## src/rtl/regfile_pkg.sv

```systemverilog
// Shared sizing constants and types for the 32 x 64-bit general-purpose register file.
package regfile_pkg;

    localparam int DATA_WIDTH = 64;
    localparam int ADDR_WIDTH = 5;
    localparam int NUM_REGS   = 2 ** ADDR_WIDTH;

    typedef logic [DATA_WIDTH-1:0] reg_t;
    typedef logic [ADDR_WIDTH-1:0] addr_t;

    localparam addr_t ZERO_REG = addr_t'(31);

endpackage

```

## src/rtl/register_file_if.sv

```systemverilog
// Register file bus: two read ports and one write port, driven by the datapath (master).
interface register_file_if;
    import regfile_pkg::*;

    reg_t  BusA;
    reg_t  BusB;
    reg_t  BusW;
    addr_t RA;
    addr_t RB;
    addr_t RW;
    logic  RegWr;

    modport master (
        output RA, RB, RW, BusW, RegWr,
        input  BusA, BusB
    );

    modport slave (
        input  RA, RB, RW, BusW, RegWr,
        output BusA, BusB
    );

endinterface

```

## src/rtl/regfile_read_port.sv

```systemverilog
// Combinational 32:1 read mux; the zero register always reads 0 regardless of storage.
module regfile_read_port
    import regfile_pkg::*;
(
    input  reg_t  regs [NUM_REGS],
    input  addr_t addr,
    output reg_t  data
);

    // NOTE: both arms of the ternary assign data, so no latch can be inferred.
    always_comb begin
        data = (addr == ZERO_REG) ? '0 : regs[addr];
    end

endmodule

```

## src/rtl/register_file.sv

```systemverilog
// 32 x 64-bit register file: falling-edge write, async clear, two combinational read ports.
module register_file
    import regfile_pkg::*;
(
    input  logic            Clk,
    input  logic            Rst_n,
    register_file_if.slave  bus
);

    reg_t regs [NUM_REGS];

    // NOTE: this array is cleared on reset on purpose; an all-zero register file is part of the
    // architectural reset state, so the usual "don't reset memories" rule does not apply here.
    always_ff @(negedge Clk or negedge Rst_n) begin
        if (!Rst_n) begin
            for (int i = 0; i < NUM_REGS; i++) begin
                regs[i] <= '0;
            end
        end else if (bus.RegWr && (bus.RW != ZERO_REG)) begin
            regs[bus.RW] <= bus.BusW;
        end
    end

    // The zero-register entry is never written, so it holds its reset value of 0
    // and synthesis reduces it to a constant.
    regfile_read_port u_read_a (
        .regs (regs),
        .addr (bus.RA),
        .data (bus.BusA)
    );

    regfile_read_port u_read_b (
        .regs (regs),
        .addr (bus.RB),
        .data (bus.BusB)
    );

endmodule

```

## src/flat_wrapper.sv

```systemverilog
// flat-port wrapper written by rule: the top's interface ports become plain ports
module register_file_flat import regfile_pkg::*;
  (Clk, Rst_n, bus_RA, bus_RB, bus_RW, bus_BusW, bus_RegWr, bus_BusA, bus_BusB);
  register_file_if bus_i ();
  input  logic Clk;
  input  logic Rst_n;
  input wire logic [$bits(bus_i.RA)-1:0] bus_RA;
  input wire logic [$bits(bus_i.RB)-1:0] bus_RB;
  input wire logic [$bits(bus_i.RW)-1:0] bus_RW;
  input wire logic [$bits(bus_i.BusW)-1:0] bus_BusW;
  input wire logic [$bits(bus_i.RegWr)-1:0] bus_RegWr;
  output wire logic [$bits(bus_i.BusA)-1:0] bus_BusA;
  output wire logic [$bits(bus_i.BusB)-1:0] bus_BusB;
  assign bus_i.RA = bus_RA;
  assign bus_i.RB = bus_RB;
  assign bus_i.RW = bus_RW;
  assign bus_i.BusW = bus_BusW;
  assign bus_i.RegWr = bus_RegWr;
  assign bus_BusA = bus_i.BusA;
  assign bus_BusB = bus_i.BusB;
  register_file u_core (.Clk(Clk), .Rst_n(Rst_n), .bus(bus_i));
endmodule
```

## config.mk

```make
export PLATFORM = sky130hd
export DESIGN_NAME = register_file_flat
export DESIGN_NICKNAME = d
export VERILOG_FILES = /design/src/rtl/regfile_pkg.sv /design/src/rtl/register_file_if.sv /design/src/rtl/regfile_read_port.sv /design/src/rtl/register_file.sv /design/src/flat_wrapper.sv
export SDC_FILE = /design/constraint.sdc
export NUM_CORES = 2
export LEC_CHECK = 0
export BUFFER_PORTS_ARGS = -buffer_cell sky130_fd_sc_hd__buf_2
export CAP_MARGIN = 20
export CORE_MARGIN = 1.5
export CORE_UTILIZATION = 40
export CTS_BUF_LIST = sky130_fd_sc_hd__clkbuf_8
export DETAILED_ROUTE_END_ITERATION = 12
export SYNTH_ARGS = -nofsm -noshare
export SYNTH_HDL_FRONTEND = slang
export SYNTH_SLANG_ARGS = --single-unit
```

## constraint.sdc

```tcl
create_clock -name Clk -period 11.5 [get_ports Clk]
set_input_delay 3.45 -clock Clk [delete_from_list [all_inputs] [get_ports Clk]]
set_output_delay 3.45 -clock Clk [all_outputs]
set_load 0.02 [all_outputs]
```

## Word level (Yosys, flattened, before mapping)

Index checks and enable logic that the tools add are counted.
Widths: inputs -> output; s select.

- Bits of input ports: 82
- Flip-flop bits (word level): 2,048
- Output and inout port bits: 128
- Word-level logic and storage cells: 55

- Reduce and logical (&&, ||, !) cells: 2
- Equality and inequality tests: 3
- Order comparisons: 4
- Bitwise gates (word level): 3
- Mux-type cells: 11

Operators by type and width:

| kind | number |
|---|---|
| $bwmux 2048 | 1 |
| $bmux 64 s5 | 2 |
| $mux 64 | 7 |
| $demux 64 s5 | 1 |
| $ge 6x6->1 const B | 3 |
| $not 5->6 | 3 |
| $eq 5x5->1 const B | 2 |
| $lt 6x1->1 const B | 1 |
| $ne 5x5->1 const B | 1 |
| $logic_and 1x1->1 | 2 |

## Longest topological paths before layout

- Word-level depth: 6
- Gate-level depth with buffers: 10
- Mapped depth without buffers: 4

## Modules after synthesis

Synthesis repeated with hierarchy kept, for this count alone.

- Cell total of the unflattened synthesis: 7,139
- Area total of the unflattened synthesis: 107,584.4 µm²

By module, submodules not included:

| module | cells an instance | sequential area each (µm²) | area each (µm²) | instances |
|---|---|---|---|---|
| register_file | 4,531 | 51,249.2 | 75,954.1 | 1 |
| regfile_read_port | 1,304 | 0.0 | 15,815.2 | 2 |

==> metrics.txt <==
Ports=210; dpl cell area=115,000 µm²; Cell Pwr Density=171 nW/µm²; Die Wd=524 µm; final setup margin=-0.448 ns; max cap viols=0; slowest stage cell, crit path=mux4_2; die height=524 µm; ys async rst share=100%; Yosys cell types=57; post-DP HPWL=229 mm; WP buf/inv=2; peak supply drop=0.0888 mV; share of layout cells above drive strength 1=55.1%; CORE AREA=270,000 µm²; hold_ws=0.319 ns; critical path's most frequent cell=buf_4; # DRC=0; placed cell count=10,700; Mapped Area=109,000 µm²; pin count of the biggest net entering global routing=143; largest register by flop count=u_core.regs; post-route ant nets=0; CTS Buf Count=359; final instance area=127,000 µm²; Final Hold Vio Count=0; CTS tree=done; worst hold endpoint=u_core.regs[2]; list of most frequent post-synthesis cells=mux2_2 (2,055), dfrtn_1 (2,041), mux4_2 (727); flop and latch count out of synthesis=2,041; critical-path cell list=mux4_2 -> a22o_1 -> a2111oi_2 -> buf_4 -> a311oi_2 -> buf_4; Seq/Total Area, Yosys=47.0%; EDFF count, synth=0; GRT overflow=0; biggest regs=u_core.regs (2041); H-tree Lvls=5; mean area per synthesized cell=14.7 µm²; Rel. slew slack=19.9%; Final Max Slew Viols=0; Largest register FFs=2,041; syn nets=7,489; # setup viols final=128; vias in the first global route=76,200; clk sink count=2,041; Finished Layout Cells=11,400; leakage power=0.0554 µW; DP Worst Slack=-0.134 ns; failing checks=negative setup slack; RSZ-0062 raised after global routing=true; critical-path maximum fanout=2; CP top delay family=compound AO/OA/AOI/OAI gates; die area=275,000 µm²; Final Util=46.9%; top cells by area, synth=dfrtn_1 (47%), mux2_2 (21%), mux4_2 (15%), mux2i_1 (5.8%), clkbuf_1 (1.6%); startpoint types=flip-flop; area grow syn2layout=16.7%; top-count cell post-synth=mux2_2; Vias=73,000; clk_lat worst skew=0.90 ns; clock buffer depth=4; Crit path largest cell delay=0.45 ns; synth warn=0; Post-synth top flop=dfrtn_1; CP required=8.05 ns; vias per cell=6.38; reg2reg end=u_core.regs[1807]; PortBufs=209; first-pass GRT wire length=558 mm; wire per inst=33.8 µm; root buf cell=clkbuf_8; Reg2Reg Depth=3; status=complete, but fails checks; Worst setup startpoint=u_core.regs[1833]; GRT Resource Usage Total=28.0%; hold depth=0; Final Wtd Congestion=0.820; initial antenna violation count=27; Post-Route Skew=0 ns; Cells after Synth=7,407; Yosys top cell by area=dfrtn_1; min-delay src=u_core.regs[2]; nets=7,674; critical path endpoint category=output port; r2r setup slk=10.49 ns; Pre-antenna DRT Iters=6; post-detailed-routing wire length=386 mm; clk slew on worst S/H paths=0.04 ns; CP Data Arrival Time=8.50 ns; num rows=191; area share of the largest cell type after synthesis=47.0%; initial drt markers=7,322; Worst Tran Pin Value=1.20 ns; Hold Path Class=flip-flop to flip-flop; critical path class=flip-flop to output port; Initial Utilization=40.2%; reg-to-reg startpoint=u_core.regs[1807]
## through the flow
step	TNS [ns]	power, µW
CTS	-43.93	21700
floorplan	0	12700
detailed placement	-5.45	14200
global route	-45.22	22600
finish	-37.01	21700
global placement	-4.61	14000
## cell usage in the layout, fill, tap and decap left out, types with 13 or more instances in the layout
cell type     n
mux2_4       22
a211oi_2     15
o2bb2ai_1    17
inv_1       134
mux2_1       31
buf_12      143
dfrtn_1    2041
nand3_1      56
nor2_4       19
a2111oi_4    77
nand2_1     112
a22oi_2      22
nor3_2       13
o22ai_2      14
o22ai_1     142
nor3_4       18
a2bb2oi_1    27
a22o_1       97
a31oi_1      22
or3_4        26
mux2_2     2033
mux2i_1     611
buf_4       342
a311oi_2     13
nor2_1       31
a22oi_1     106
clkbuf_8    463
buf_2        74
a2111oi_2    24
clkinv_2     34
nand2_4      14
buf_6       111
nand3_4      16
a21oi_1      57
mux4_2      727
## repair_timing
item | in CTS | in global routing
resized for setup | 712 | 41
setup endpoints to repair | 128 | 128
cloned | 0 | 0
pin swaps | 267 | 40
buffers inserted | 95 | 8
hold buffers | 0 | 0
## worst max path at each step
stage	end	slack (ns)	depth (start not counted)
after global routing	bus_BusB[34]	-0.54	7
after CTS	bus_BusB[34]	-0.50	7
final	bus_BusB[41]	-0.45	6
after detailed placement	u_core.regs[1237]	-0.13	6
after global placement	bus_BusB[0]	-0.61	6
after floorplan	u_core.regs[1091]	0.54	7
## metal layers
metal / vias up / GRT usage, % / wire length, µm
met5: - / 0 / 113
met2: 3479 / 43.2 / 176000
met3: 877 / 5.82 / 31900
met4: 18 / 12.6 / 17500
met1: 39700 / 37.9 / 160000
li1: 28900 / - / -
## power breakdown
| group | internal [µW] | switching, µW |
|---|---|---|
| sequential | 8700 | 1050 |
| combinational | 2850 | 2130 |
| clock | 3760 | 3210 |
| total | 15300 | 6390 |
## area by class of cell
type | count | area (µm²)
fill | 23400 | 144000
multi-input combinational | 4485 | 56500
sequential | 2041 | 51100
timing repair buffer | 677 | 7170
clock buffer | 463 | 6370
tap | 3570 | 4470
clock inverter | 166 | 951
inverter | 28 | 108
antenna | 10 | 25.0
## logic make-up (layout without fill, tap and decap cells)
group	Yosys count	after routing	share of synthesized area [%]
other cells	0	10	0
mux	3437	3437	42.5
compound gates	681	681	4.74
buf+inv	881	1334	4.06
simple gates	367	367	1.68
flops	2041	2041	47.0
(Power assumes the default switching activity.)
